## src/rtl/re_name_inflight_ctrl_pkg.sv

```systemverilog
// Shared constants and types for the in-flight rename write controller.
package re_name_inflight_ctrl_pkg;

  // Rename tag width and commit width of the surrounding core.
  localparam int NAME_BITS       = 1;
  localparam int NR_COMMIT_PORTS = 2;

  localparam int REG_ADDR_W   = 5;
  localparam int NUM_REGS     = 32;
  localparam int MAX_INFLIGHT = 2 ** NAME_BITS;
  localparam int CNT_W        = NAME_BITS + 1;
  // Width of "how many commit ports hit this entry" and of the widened sum.
  localparam int DEC_W        = $clog2(NR_COMMIT_PORTS + 1);
  localparam int SUM_W        = CNT_W + DEC_W;

  localparam logic [CNT_W-1:0] MAX_CNT = CNT_W'(MAX_INFLIGHT);

  typedef enum logic [1:0] {
    ST_RUN   = 2'd0,
    ST_HOLD  = 2'd1,
    ST_FLUSH = 2'd2
  } ctrl_state_e;

endpackage

```

## src/rtl/re_name_inflight_ctrl_cnt.sv

```systemverilog
// One 32-entry bank of in-flight write counters: one increment port, one
// decrement per commit port, net delta per cycle, saturate-at-zero with a
// sticky underflow flag. Also exposes counts with only this cycle's
// decrements applied, so the issue side can see slots freed by commits.
module re_name_inflight_cnt
  import re_name_inflight_ctrl_pkg::*;
#(
  parameter bit ZERO_ENTRY0 = 1'b0
) (
  input  logic                                clk_i,
  input  logic                                rst_i,
  input  logic                                clear_i,
  input  logic                                inc_valid_i,
  input  logic [REG_ADDR_W-1:0]               inc_idx_i,
  input  logic [NR_COMMIT_PORTS-1:0]          dec_valid_i,
  input  logic [NR_COMMIT_PORTS*REG_ADDR_W-1:0] dec_idx_i,
  output logic [NUM_REGS-1:0][CNT_W-1:0]      cnt_o,
  output logic [NUM_REGS-1:0][CNT_W-1:0]      bypass_o,
  output logic                                err_o
);

  logic [CNT_W-1:0] cnt_reg  [NUM_REGS];
  logic [CNT_W-1:0] cnt_next [NUM_REGS];
  logic [NUM_REGS-1:0] underflow;
  logic err_reg;

  genvar gi;
  generate
    for (gi = 0; gi < NUM_REGS; gi++) begin : g_entry
      assign cnt_o[gi] = cnt_reg[gi];
      if (ZERO_ENTRY0 && gi == 0) begin : g_zero
        // Hard-wired register: never tracked, never flags.
        assign cnt_next[gi]  = '0;
        assign bypass_o[gi]  = '0;
        assign underflow[gi] = 1'b0;
      end else begin : g_cnt
        logic [DEC_W-1:0] dec_num;
        logic [SUM_W-1:0] cnt_ext;
        logic [SUM_W-1:0] plus_ext;
        logic [SUM_W-1:0] dec_ext;
        logic             inc_hit;

        // Count how many commit ports retire a write to this entry.
        always_comb begin
          dec_num = '0;
          for (int k = 0; k < NR_COMMIT_PORTS; k++) begin
            if (dec_valid_i[k] && dec_idx_i[k*REG_ADDR_W +: REG_ADDR_W] == REG_ADDR_W'(gi))
              dec_num = dec_num + DEC_W'(1);
          end
        end

        assign inc_hit  = inc_valid_i && (inc_idx_i == REG_ADDR_W'(gi));
        assign cnt_ext  = SUM_W'(cnt_reg[gi]);
        assign plus_ext = cnt_ext + SUM_W'(inc_hit);
        assign dec_ext  = SUM_W'(dec_num);

        // Net delta; going below zero clamps and reports.
        assign cnt_next[gi]  = (plus_ext >= dec_ext) ? CNT_W'(plus_ext - dec_ext) : '0;
        assign underflow[gi] = (plus_ext < dec_ext);
        assign bypass_o[gi]  = (cnt_ext >= dec_ext) ? CNT_W'(cnt_ext - dec_ext) : '0;
      end
    end
  endgenerate

  // Counter state; a flush wipes every count.
  always_ff @(posedge clk_i) begin
    for (int i = 0; i < NUM_REGS; i++) begin
      if (rst_i || clear_i) cnt_reg[i] <= '0;
      else                  cnt_reg[i] <= cnt_next[i];
    end
  end

  // Underflow flag survives flushes; only reset clears it.
  always_ff @(posedge clk_i) begin
    if (rst_i)                        err_reg <= 1'b0;
    else if (!clear_i && |underflow)  err_reg <= 1'b1;
  end

  // No entry may ever exceed the number of live rename tags.
  always_ff @(posedge clk_i) begin
    if (!rst_i) begin
      for (int i = 0; i < NUM_REGS; i++) begin
        assert (cnt_reg[i] <= MAX_CNT);
      end
    end
  end

  assign err_o = err_reg;

endmodule

```

## src/rtl/re_name_inflight_ctrl.sv

```systemverilog
// Issue gate for the 1-bit renaming stage: tracks in-flight writes per
// architectural register and holds issue when another write would alias a
// rename tag that is still live.
module re_name_inflight_ctrl
  import re_name_inflight_ctrl_pkg::*;
(
  input  logic                                  clk_i,
  input  logic                                  rst_i,
  input  logic                                  flush_i,
  input  logic                                  flush_unissued_instr_i,
  input  logic                                  issue_instr_valid_i,
  input  logic [REG_ADDR_W-1:0]                 issue_rd_i,
  input  logic                                  issue_rd_fpr_i,
  output logic                                  issue_ack_o,
  output logic                                  issue_instr_valid_o,
  input  logic                                  issue_ack_i,
  input  logic [NR_COMMIT_PORTS-1:0]            commit_ack_i,
  input  logic [NR_COMMIT_PORTS*REG_ADDR_W-1:0] commit_rd_i,
  input  logic [NR_COMMIT_PORTS-1:0]            commit_rd_fpr_i,
  output logic                                  stall_o,
  output logic                                  err_o
);

  ctrl_state_e           state_reg, state_next;
  logic [REG_ADDR_W-1:0] hold_rd_reg, hold_rd_next;
  logic                  hold_fpr_reg, hold_fpr_next;

  logic [NUM_REGS-1:0][CNT_W-1:0] gpr_cnt, gpr_byp, fpr_cnt, fpr_byp;
  logic [NR_COMMIT_PORTS-1:0]     gpr_dec, fpr_dec;
  logic                           issue_evt;
  logic                           rd_full;
  logic [CNT_W-1:0]               hold_cnt;
  logic                           gpr_err, fpr_err;

  genvar gi;
  generate
    for (gi = 0; gi < NR_COMMIT_PORTS; gi++) begin : g_commit_split
      assign gpr_dec[gi] = commit_ack_i[gi] && !commit_rd_fpr_i[gi];
      assign fpr_dec[gi] = commit_ack_i[gi] &&  commit_rd_fpr_i[gi];
    end
  endgenerate

  assign issue_evt = issue_ack_i && issue_instr_valid_o && !flush_unissued_instr_i;

  re_name_inflight_cnt #(.ZERO_ENTRY0(1'b1)) u_gpr_bank (
    .clk_i       (clk_i),
    .rst_i       (rst_i),
    .clear_i     (flush_i),
    .inc_valid_i (issue_evt && !issue_rd_fpr_i),
    .inc_idx_i   (issue_rd_i),
    .dec_valid_i (gpr_dec),
    .dec_idx_i   (commit_rd_i),
    .cnt_o       (gpr_cnt),
    .bypass_o    (gpr_byp),
    .err_o       (gpr_err)
  );

  re_name_inflight_cnt #(.ZERO_ENTRY0(1'b0)) u_fpr_bank (
    .clk_i       (clk_i),
    .rst_i       (rst_i),
    .clear_i     (flush_i),
    .inc_valid_i (issue_evt && issue_rd_fpr_i),
    .inc_idx_i   (issue_rd_i),
    .dec_valid_i (fpr_dec),
    .dec_idx_i   (commit_rd_i),
    .cnt_o       (fpr_cnt),
    .bypass_o    (fpr_byp),
    .err_o       (fpr_err)
  );

  // Offered rd is full only after this cycle's commits have freed slots.
  assign rd_full  = (issue_rd_fpr_i ? fpr_byp[issue_rd_i] : gpr_byp[issue_rd_i]) == MAX_CNT;
  // HOLD exit looks at the registered count of the captured register.
  assign hold_cnt = hold_fpr_reg ? fpr_cnt[hold_rd_reg] : gpr_cnt[hold_rd_reg];
  assign err_o    = gpr_err || fpr_err;

  // State and held-register capture.
  always_ff @(posedge clk_i) begin
    if (rst_i) begin
      state_reg    <= ST_RUN;
      hold_rd_reg  <= '0;
      hold_fpr_reg <= 1'b0;
    end else begin
      state_reg    <= state_next;
      hold_rd_reg  <= hold_rd_next;
      hold_fpr_reg <= hold_fpr_next;
    end
  end

  // Next state and issue handshake gating.
  always_comb begin
    state_next          = state_reg;
    hold_rd_next        = hold_rd_reg;
    hold_fpr_next       = hold_fpr_reg;
    issue_instr_valid_o = 1'b0;
    issue_ack_o         = 1'b0;
    stall_o             = 1'b0;
    case (state_reg)
      ST_RUN: begin
        issue_instr_valid_o = issue_instr_valid_i && !rd_full;
        issue_ack_o         = issue_ack_i && issue_instr_valid_o;
        if (issue_instr_valid_i && rd_full) begin
          hold_rd_next  = issue_rd_i;
          hold_fpr_next = issue_rd_fpr_i;
          state_next    = ST_HOLD;
        end
      end
      ST_HOLD: begin
        stall_o = 1'b1;
        if (hold_cnt < MAX_CNT) state_next = ST_RUN;
      end
      ST_FLUSH: begin
        state_next = ST_RUN;
      end
      default: state_next = ST_RUN;
    endcase
    if (flush_i) state_next = ST_FLUSH;
  end

endmodule

```

## config.mk

```make
export PLATFORM = sky130hd
export DESIGN_NAME = re_name_inflight_ctrl
export DESIGN_NICKNAME = d
export VERILOG_FILES = /design/src/rtl/re_name_inflight_ctrl_pkg.sv /design/src/rtl/re_name_inflight_ctrl_cnt.sv /design/src/rtl/re_name_inflight_ctrl.sv
export SDC_FILE = /design/constraint.sdc
export NUM_CORES = 1
export LEC_CHECK = 0
export ABC_CLOCK_PERIOD_IN_PS = 9620
export CAP_MARGIN = 20
export CORE_MARGIN = 2
export CORE_UTILIZATION = 35
export CTS_CLUSTER_DIAMETER = 60
export DETAILED_ROUTE_END_ITERATION = 16
export MAX_ROUTING_LAYER = met4
export REMOVE_ABC_BUFFERS = 1
export SLEW_MARGIN = 10
export SYNTH_ARGS = -nofsm -noshare
export SYNTH_HDL_FRONTEND = slang
export SYNTH_SLANG_ARGS = --single-unit
```

## constraint.sdc

```tcl
create_clock -name clk_i -period 9.62 [get_ports clk_i]
set_input_delay 2.886 -clock clk_i [delete_from_list [all_inputs] [get_ports clk_i]]
set_output_delay 2.886 -clock clk_i [all_outputs]
set_load 0.1 [all_outputs]
```

# == Yosys cells after proc, flatten, opt, wreduce, memory -nomap -nowiden ==
# Memories as Yosys holds them, arrays and structs flattened.
# Cells that the tools add are included.
# word_totals
mem_count,2
output_inout_bits,4
in_bits,26
wordCells,1171
regBits,10
ram_bits,128
# memory_table
name,depth,word_bits,rd,rd_clocked_by_memory_dff,write_ports,line,source
u_fpr_bank.cnt_reg,32,2,32,0,32,re_name_inflight_ctrl_cnt.sv:22,logic [CNT_W-1:0] cnt_reg [NUM_REGS];
u_gpr_bank.cnt_reg,32,2,32,0,32,re_name_inflight_ctrl_cnt.sv:22,
# op_classes
mux,336
bitwise,64
n_reduce_logical,220
add_sub_neg,252
n_eq_ne,99
n_lt_le_gt_ge,192
# op_table
op,count
$mux 2,262
$sub 2x2->2,126
$eq 5x5->1 const B,48
$logic_and 1x1->1,202
$add 2x1->3,63
$ge 3x2->1,63
$lt 3x2->1,63
$add 1x1->2 const B,63
$ge 2x2->1,63
$eq 5x4->1 const B,24
$mux 1,69
$or 1x1->1,64
$eq 5x3->1 const B,12
$bmux 2 s5,4
$reduce_or 32->1,1
$reduce_or 31->1,1
$eq 5x2->1 const B,6
$eq 5x1->1 const B,3
$logic_not 5->1,3
$lt 5x6->1 const B,2
$logic_not 1->1,6
$ne 3x3->1 const B,2
$reduce_and 2->1,3
$ne 2x2->1 const B,2
7 further kinds,8

# == Logic depth before layout (Yosys ltp) ==
# Gate-level depths: netlist of the first run.
# depth
word_depth,23
mapped_depth,26

# == Hierarchy ==
# Synthesis of the first run repeated with hierarchy kept, for this count alone.
# hier_totals
cells_unflattened,2164
hier_area_um2,18178.7
# by_module_without_submodules
module,area_each_um2,cells_each,instances
re_name_inflight_cnt at u_fpr_bank,8230.4,983,1
re_name_inflight_cnt at u_gpr_bank,8008.9,954,1
re_name_inflight_ctrl,1939.4,227,1

# == Least setup slack after synthesis of the first run ==
# OpenSTA, ideal clock, no wires.
# synth_path
kind,input port to output port
startpoint,input port commit_rd_fpr_i[0]
endpoint,output port issue_ack_o
slack_ns,-1.138
arrival_ns,7.872
n_path_buf,1
required_ns,6.734
path_stages,13
cell_sequence,nand3b_1 clkbuf_1 nor2_1 ha_1 ha_1 fa_1 a21oi_1 a21o_1 mux4_2 a31oi_4 nand3_4 a21oi_1 and2_1
# synth_via
elab_chain_cells,16
elab_cells_between_ends,454
cone_classes,add/sub (126); order compare (63); eq/ne (1); mux (195); reduce/logical (69)
# synth_rtl
item,line,source
from (decl),re_name_inflight_ctrl.sv:19,"input logic [NR_COMMIT_PORTS-1:0] commit_rd_fpr_i,"
$logic_not 1->1,re_name_inflight_ctrl.sv:38,assign gpr_dec[gi] = commit_ack_i[gi] && !commit_rd_fpr_i[gi];
$logic_and 1x1->1,re_name_inflight_ctrl.sv:38,
$logic_and 1x1->1,re_name_inflight_ctrl_cnt.sv:47,if (dec_valid_i[k] && dec_idx_i[k*REG_ADDR_W +: REG_ADDR_W] == REG_ADDR_W'(gi))
$mux 1,re_name_inflight_ctrl_cnt.sv:47,
$add 1x1->2,re_name_inflight_ctrl_cnt.sv:48,dec_num = dec_num + DEC_W'(1);
$mux 2,re_name_inflight_ctrl_cnt.sv:47,
$sub 2x2->2 or $ge 2x2->1 (tied branches),re_name_inflight_ctrl_cnt.sv:60,assign bypass_o[gi] = (cnt_ext >= dec_ext) ? CNT_W'(cnt_ext - dec_ext) : '0;
$mux 2,re_name_inflight_ctrl_cnt.sv:60,
$bmux 2 s5,re_name_inflight_ctrl.sv:72,assign rd_full = (issue_rd_fpr_i ? fpr_byp[issue_rd_i] : gpr_byp[issue_rd_i]) == MAX_CNT;
$mux 2 (implied by the code),re_name_inflight_ctrl.sv:72,
$mux 2 *,re_name_inflight_ctrl.sv:72,
$eq 2x2->1 *,re_name_inflight_ctrl.sv:72,
$logic_not 1->1 *,re_name_inflight_ctrl.sv:100,issue_instr_valid_o = issue_instr_valid_i && !rd_full;
$logic_and 1x1->1 *,re_name_inflight_ctrl.sv:100,
$logic_and 1x1->1 *,re_name_inflight_ctrl.sv:101,issue_ack_o = issue_ack_i && issue_instr_valid_o;
$mux 1 *,re_name_inflight_ctrl.sv:98,case (state_reg)
to (decl),re_name_inflight_ctrl.sv:14,"output logic issue_ack_o,"
# Mark *: on every way between the ends. The rest lies on a longest branch, timed or not. The select of a mux whose other input is x is not followed.

# == Worst setup path in the final report of the first run ==
# layout_path
startpoint,input port commit_rd_i[8]
endpoint,output port issue_ack_o
# layout_via
elab_chain_cells,13
elab_cells_between_ends,357
cone_classes,add/sub (63); order compare (63); eq/ne (32); mux (132); reduce/logical (67)
# layout_rtl
item,line,source
from (decl),re_name_inflight_ctrl.sv:18,"input logic [NR_COMMIT_PORTS*REG_ADDR_W-1:0] commit_rd_i,"
"$eq 5x1->1, or another cell as far along",re_name_inflight_ctrl_cnt.sv:47,
$logic_and 1x1->1,re_name_inflight_ctrl_cnt.sv:47,
$mux 2,re_name_inflight_ctrl_cnt.sv:47,
$sub 2x2->2 or $ge 2x2->1 (tied branches),re_name_inflight_ctrl_cnt.sv:60,
$mux 2,re_name_inflight_ctrl_cnt.sv:60,
$bmux 2 s5,re_name_inflight_ctrl.sv:72,
$mux 2 (implied by the code),re_name_inflight_ctrl.sv:72,
$mux 2 *,re_name_inflight_ctrl.sv:72,
$eq 2x2->1 *,re_name_inflight_ctrl.sv:72,
$logic_not 1->1 *,re_name_inflight_ctrl.sv:100,
$logic_and 1x1->1 *,re_name_inflight_ctrl.sv:100,
$logic_and 1x1->1 *,re_name_inflight_ctrl.sv:101,
$mux 1 *,re_name_inflight_ctrl.sv:98,
# Marks and branches as above.

==> results.toml, run 1 <==
[run_status]
status = "completed"

[yosys]
ys_ff_latch = 136
synthFlopType = "dfxtp_1"
synthXorXnorAreaFrac_pct = 0.0980
synthArstFlopShare_pct = 0
synth_area_um2 = 17900
syn_inst = 2120
yosysWarnings = 0
synthMuxAreaShare_pct = 3.04
synth_compound_area_share_pct = 12.4
synthAdderAreaFrac_pct = 40.6
yosysSeqAreaShare_pct = 15.2
ys_types = 69
synth-edff-count = 0
yosys.area_share.simple_pct = 19.7
avgSynthCellArea_um2 = 8.43
synth_top_family_by_area = "adder cells"

[min_path]
holdPathStages = 2
hold_start = "u_gpr_bank.err_o"
hold_path_class = "flop to flop"
min_to = "u_gpr_bank.err_o"

[clocking]
cts_tree = "done"
root_buffer = "clkbuf_16"
cts-htree-levels = 4
cts_buffers = 17
clk_pin_slew_worst_paths_ns = 0.06
insertion_delay_ns = 0.50
ctsLongestPathBuffers = 2
cts_sinks = 136
cts_hold_buf = 0

[detailed_routing]
vias = 16400
drt_wl_total_mm = 59.0
wl_per_cell_um = 18.5
routed_via_density = 5.16
dr.pass1.iters = 5
drc = 0
ant_nets = 0
drt_iter0_markers = 1187

[critical_path]
cp-end-kind = "output pin"
r2r_start = "u_gpr_bank.cnt_reg[1][0]"
arrival_ns = 6.67
r2r_end = "u_gpr_bank.err_o"
crit_type = "primary input to output pin"
ff2ff_setup_slack_ns = 3.56
cp_max_fo = 4
cp.required_ns = 6.73
cp-start-kind = "primary input"
reg2reg_depth = 23

[global_route]
gr-total-overflow = 0
grt_max_degree = 66
grt_pass1_vias = 17100
antenna_found_initial = 4
grt_usage_pct = 23.6
grt_pass1_wl_mm = 93.1

[power_and_ir_drop]
p_leak_nw = 10.4
p_clk_share_pct = 48.9
seqPwrFrac_pct = 34.5
p_sw_mw = 0.486
ir_drop_mv = 0.159
swShare_pct = 29.1
p_int_mw = 1.18
power_per_cell_area_nw_per_um2 = 73.5
pwr-share-comb_pct = 16.6
power_mw = 1.67

[final_layout]
finalInstanceArea_um2 = 22700
layout.nets = 3024
largest_reg_flops = 64
syn_to_final_growth_pct = 27.0
drive_gt1_share_pct = 21.0
post-route-util_pct = 45.1
final.fill_count = 4928

[sta]
finalHoldViolCount = 0
slew_headroom_pct = 35.4
drv_slew = 0
clock.fmax_mhz = 105
finClkSkew_ns = 0.0162
final-setup-viol-count = 0
period_minus_slack_ns = 9.55
fin_hold_ws_ns = 0.484
worst_slew_pin_slew_ns = 0.966
period_share_pct = 99.3

[floorplanning]
dieArea_um2 = 52900
core-area_um2 = 50300
initial_core_util_pct = 35.5
die_w_um = 230
rows = 82
io_pins = 30
die_h_um = 230

[place]
place_hpwl_mm = 47.5
place.gp.congestion = 0.941
port_buffers = 29
dpl_cell_area_um2 = 21600

[flow_run]
cap_violations = 0
## timing repair
| item | CTS | global route |
|---|---|---|
| buffers inserted | 5 | 1 |
| pin swaps | 15 | 18 |
| gates resized for setup | 60 | 51 |
| setup endpoints to repair | 4 | 4 |
## cell usage after synthesis (all sizes together) (3+ instances only)
master	count	area share, %
mux4	21	2.6
a221oi	4	0.20
mux2i	7	0.39
buf	21	0.99
nor2b	21	0.74
and2b	4	0.17
and2	3	0.11
o311ai	4	0.24
or3	4	0.14
fa	126	14
clkbuf	39	0.83
o211ai	7	0.29
nand4	10	0.39
nand2b	63	2.2
nand3	20	0.63
nor4	7	0.25
ha	378	26
a31oi	6	0.29
a21boi	21	0.88
inv	342	7.2
o21ai	53	1.5
or3b	4	0.20
nor3b	68	2.9
or4	4	0.17
nand4b	4	0.20
and3	26	0.91
o221ai	4	0.20
a2111oi	5	0.46
nor2	299	6.3
a21oi	136	3.8
nand2	99	2.1
o31a	35	1.7
nor3	60	1.7
o31ai	29	1.2
or2	4	0.14
nand3b	5	0.21
a211oi	13	0.55
dfxtp	136	15
nor4b	5	0.25
## power by group through the flow
| stage | Clock (mW) | Combinational (mW) | Sequential, mW |
|---|---|---|---|
| floorplan | 0 | 0.113 | 0.586 |
| global placement | 0 | 0.255 | 0.587 |
| detailed placement | 0 | 0.258 | 0.587 |
| CTS | 0.835 | 0.267 | 0.574 |
| global route | 0.856 | 0.292 | 0.575 |
| finish | 0.816 | 0.277 | 0.574 |
## kinds of logic after synthesis
family,Yosys count
flip-flops,136
XOR/XNOR,2
AO/OA/AOI/OAI,337
AND/OR/NAND/NOR,711
adder cells (fa/ha/maj),504
multiplexers,28
buffers and inverters,402
## worst max path at each step
| stage | endpoint | cells past startpoint | slack [ns] | start |
|---|---|---|---|---|
| after detailed placement | u_gpr_bank.err_o | 26 | -0.59 | commit_rd_i[7] |
| final | issue_ack_o | 18 | 0.07 | commit_rd_i[8] |
| after global placement | u_fpr_bank.err_o | 25 | -0.56 | commit_rd_i[2] |
| after global routing | issue_ack_o | 18 | -0.01 | commit_rd_i[8] |
| after floorplan | issue_ack_o | 12 | -1.10 | commit_rd_fpr_i[0] |
| after CTS | issue_ack_o | 19 | 0.004 | commit_rd_i[1] |
## final cells by class
cell class	count	area (µm²)	area share (%)
timing repair buffer	415	3300	14.5
tap	672	841	3.71
inverter	342	1280	5.66
clock inverter	11	218	0.960
clock buffer	21	470	2.07
multi-input combinational	1582	13800	61.0
sequential	136	2720	12.0
antenna	3	7.51	0.0331
## layout by cell type (no fill, tap or decap), drive strengths merged, types with 5 or more instances in the layout
cell type	Yosys	layout
o31a	35	35
nand2	99	99
clkdlybuf4s50	0	11
nor2b	21	21
a2111oi	5	5
nor2	299	299
dlygate4sd2	0	5
fa	126	126
bufinv	0	6
o211ai	7	7
a211oi	13	13
clkbuf	39	25
mux4	21	21
buf	21	390
dfxtp	136	136
nand3b	5	5
a31oi	6	6
o21ai	53	53
nor4b	5	5
a21boi	21	21
a21oi	136	136
nor3b	68	68
inv	342	342
mux2i	7	7
nand3	20	20
nand2b	63	63
o31ai	29	29
and3	26	26
nor4	7	7
nor3	60	60
nand4	10	10
ha	378	378
## per-layer routing
metal	vias to the layer above	part of all wire, %	wire (µm)	GRT usage, %
met5	-	0	0	-
met4	0	4.0	2360	9.50
met3	134	6.7	3960	4.51
met2	482	46	27000	38.0
met1	7916	44	25700	29.1
li1	7875	-	-	-
## critical path, cell delays in order
cell           delay [ns]
dlygate4sd2_1        0.30
buf_4                0.18
nor2b_4              0.17
buf_4                0.15
nand3_4              0.13
nor2_2               0.12
ha_1                 0.25
ha_1                 0.20
fa_1                 0.50
a21oi_1              0.05
a21o_1               0.19
mux4_2               0.54
a31oi_4              0.21
nand3_4              0.14
a21oi_4              0.20
buf_4                0.13
and2_4               0.14
buf_12               0.16
## through the flow
step | setup TNS [ns] | setup WS, ns | std cells
after CTS | 0 | 0.00389 | 3178
after global routing | -0.0144 | -0.0144 | 3182
after detailed placement | -2.17 | -0.586 | 3141
after global placement | -2.00 | -0.563 | 3140
after floorplan | -1.27 | -1.10 | 2060
final | 0 | 0.0688 | 3182
(Power assumes the default switching activity.)
==> inputs of run 2 (changes only) <==
--- a/config.mk
+++ b/config.mk
@@ -5,7 +5,7 @@
 export SDC_FILE = /design/constraint.sdc
 export NUM_CORES = 1
 export LEC_CHECK = 0
-export ABC_CLOCK_PERIOD_IN_PS = 9620
+export ABC_CLOCK_PERIOD_IN_PS = 10500
 export CAP_MARGIN = 20
 export CORE_MARGIN = 2
 export CORE_UTILIZATION = 35
==> constraint.sdc (replaced) <==
create_clock -name clk_i -period 10.5 [get_ports clk_i]
set_input_delay 3.15 -clock clk_i [delete_from_list [all_inputs] [get_ports clk_i]]
set_output_delay 3.15 -clock clk_i [all_outputs]
set_load 0.1 [all_outputs]
==> run 2 against run 1 <==
Net effect: worst hold slack worse by 0.017 ns; non-clock buffer count is 238 lower; clock-buffer cell count stayed put; core utilization is 4.3 points lower; flip-flop and latch count stayed put; total power is 15% lower; sequential share of layout area is 1.3 points higher; final cell count is 7.5% lower; global-route usage is 1.2 points lower; first-iteration DRC count is 5.6% lower; register-to-register slack better by 0.75 ns; combinational power is 18% lower; critical path type unchanged; largest cell class unchanged.
==> results.toml, run 2 (synthesized netlist as in run 1, its figures left out) <==
[run_status]
status = "completed"

[sta]
final-setup-viol-count = 0
clock.fmax_mhz = 96.4
period_minus_slack_ns = 10.37
drv_slew = 0
period_share_pct = 98.8
finClkSkew_ns = 0.0140
rsz0062_at_grt = "false"
worst_slew_pin_slew_ns = 0.978
slew_headroom_pct = 34.6
finalHoldViolCount = 0

[detailed_routing]
drt_wl_total_mm = 56.5
drt_iter0_markers = 1120
dr.pass1.iters = 5
drc = 0
wl_per_cell_um = 19.2
vias = 15400
ant_nets = 0
routed_via_density = 5.24

[global_route]
antenna_found_initial = 3
gr-total-overflow = 0
grt_max_degree = 69
grt_usage_pct = 22.4
grt_pass1_wl_mm = 88.1
grt_pass1_vias = 15600

[floorplanning]
die_h_um = 230
io_pins = 30
die_w_um = 230
dieArea_um2 = 52900
initial_core_util_pct = 35.5
core-area_um2 = 50300
rows = 82

[place]
dpl_cell_area_um2 = 19800
place_hpwl_mm = 44.7
place.gp.congestion = 0.950
port_buffers = 29

[flow_run]
cap_violations = 0

[final_layout]
layout_commonest_cell = "ha_1"
post-route-util_pct = 40.9
final.fill_count = 5050
multi_input_area_um2 = 13600
largest_reg_flops = 64
drive_gt1_share_pct = 10.7
finalInstanceArea_um2 = 20500
layout.nets = 2786
final_cell_mix = "ha_1, inv_1, nor2_1"
regArea_um2 = 2720
syn_to_final_growth_pct = 15.0

[clocking]
cts_tree = "done"
insertion_delay_ns = 0.50
cts_setup_buffers = 0
ctsLongestPathBuffers = 2
cts_buffers = 17
root_buffer = "clkbuf_16"
cts_sinks = 136
clk_pin_slew_worst_paths_ns = 0.06
cts_hold_buf = 0
cts-htree-levels = 4

[critical_path]
crit_type = "primary input to output pin"
cp_max_fo = 4
cp.required_ns = 7.35
cp-end-kind = "output pin"
arrival_ns = 7.22
cp-start-kind = "primary input"

[power_and_ir_drop]
ir_drop_mv = 0.129
p_leak_nw = 9.11
power_per_cell_area_nw_per_um2 = 68.6

[min_path]
hold_path_class = "flop to flop"
run 2: cell count changes in the layout (fill, tap and decap cells not counted), moves of 4 or more:
cell | previous run | this run
nor2b_1 | 12 | 16
o21ai_0 | 42 | 50
buf_6 | 5 | 0
nor2_2 | 19 | 5
clkbuf_2 | 4 | 0
dlygate4sd2_1 | 5 | 0
buf_12 | 10 | 6
nor2_1 | 276 | 293
o21ai_1 | 11 | 3
clkdlybuf4s50_1 | 11 | 22
buf_4 | 373 | 144
ha_1 | 374 | 378
run 2: metal layers:
layer,vias to the layer above,wire length [µm],GRT usage [%]
met3,99,3790,4.15
met5,-,0,-
met1,7522,25200,28.5
met2,409,25600,35.2
met4,0,1950,8.47
li1,7393,-,-
run 2: repair_timing:
item | 4_1_cts | 5_1_grt
resized for setup | 2 | 30
setup endpoints to repair | 2 | 2
pin swaps | 0 | 4
run 2: critical path: stages:
cell             delay [ns]
clkdlybuf4s50_1        0.53
buf_4                  0.21
nor2b_1                0.23
nand2_1                0.26
nor2_1                 0.17
ha_1                   0.27
ha_1                   0.20
fa_1                   0.49
a211oi_1               0.05
a21o_1                 0.17
mux4_2                 0.50
a31oi_4                0.20
nand3_4                0.11
a21oi_2                0.27
and2_1                 0.22
buf_12                 0.18
run 2: through the flow:
step           instances  power [mW]  hold WS [ns]  TNS, ns  setup slack, ns
2_1_floorplan       2060       0.640         0.429   -0.747           -0.747
3_3_place_gp        2909       0.754         0.441        0           0.0238
3_5_place_dp        2909       0.756         0.456   -0.145          -0.0601
4_1_cts             2939        1.42         0.472        0           0.0380
5_1_grt             2942        1.45         0.502        0           0.0245
6_report            2942        1.41         0.467        0            0.129
run 2: power by group:
part | switching [mW] | internal (mW) | total (mW)
logic | 0.147 | 0.0808 | 0.228
clock network | 0.275 | 0.380 | 0.655
registers | 0.00557 | 0.521 | 0.526
run 2: area by class of cell:
class / instances / share of cell area (%)
well taps: 672 / 4.09
diodes: 3 / 0.0365
flip-flops and latches: 136 / 13.3
clock inverters: 9 / 0.609
clock buffers: 21 / 2.24
multi-input cells: 1582 / 66.4
inverters: 342 / 6.25
repair buffers: 177 / 7.15
run 2: path summary, 6_finish.rpt:
| kind | to | depth (start not counted) | slack [ns] | from |
|---|---|---|---|---|
| max | issue_ack_o | 16 | 0.13 | commit_rd_i[8] |
| min | u_gpr_bank.err_o | 2 | 0.47 | u_gpr_bank.err_o |
| max reg2reg | u_gpr_bank.err_o | 25 | 4.31 | u_gpr_bank.cnt_reg[1][4] |
| min reg2reg | u_gpr_bank.err_o | 2 | 0.47 | u_gpr_bank.err_o |
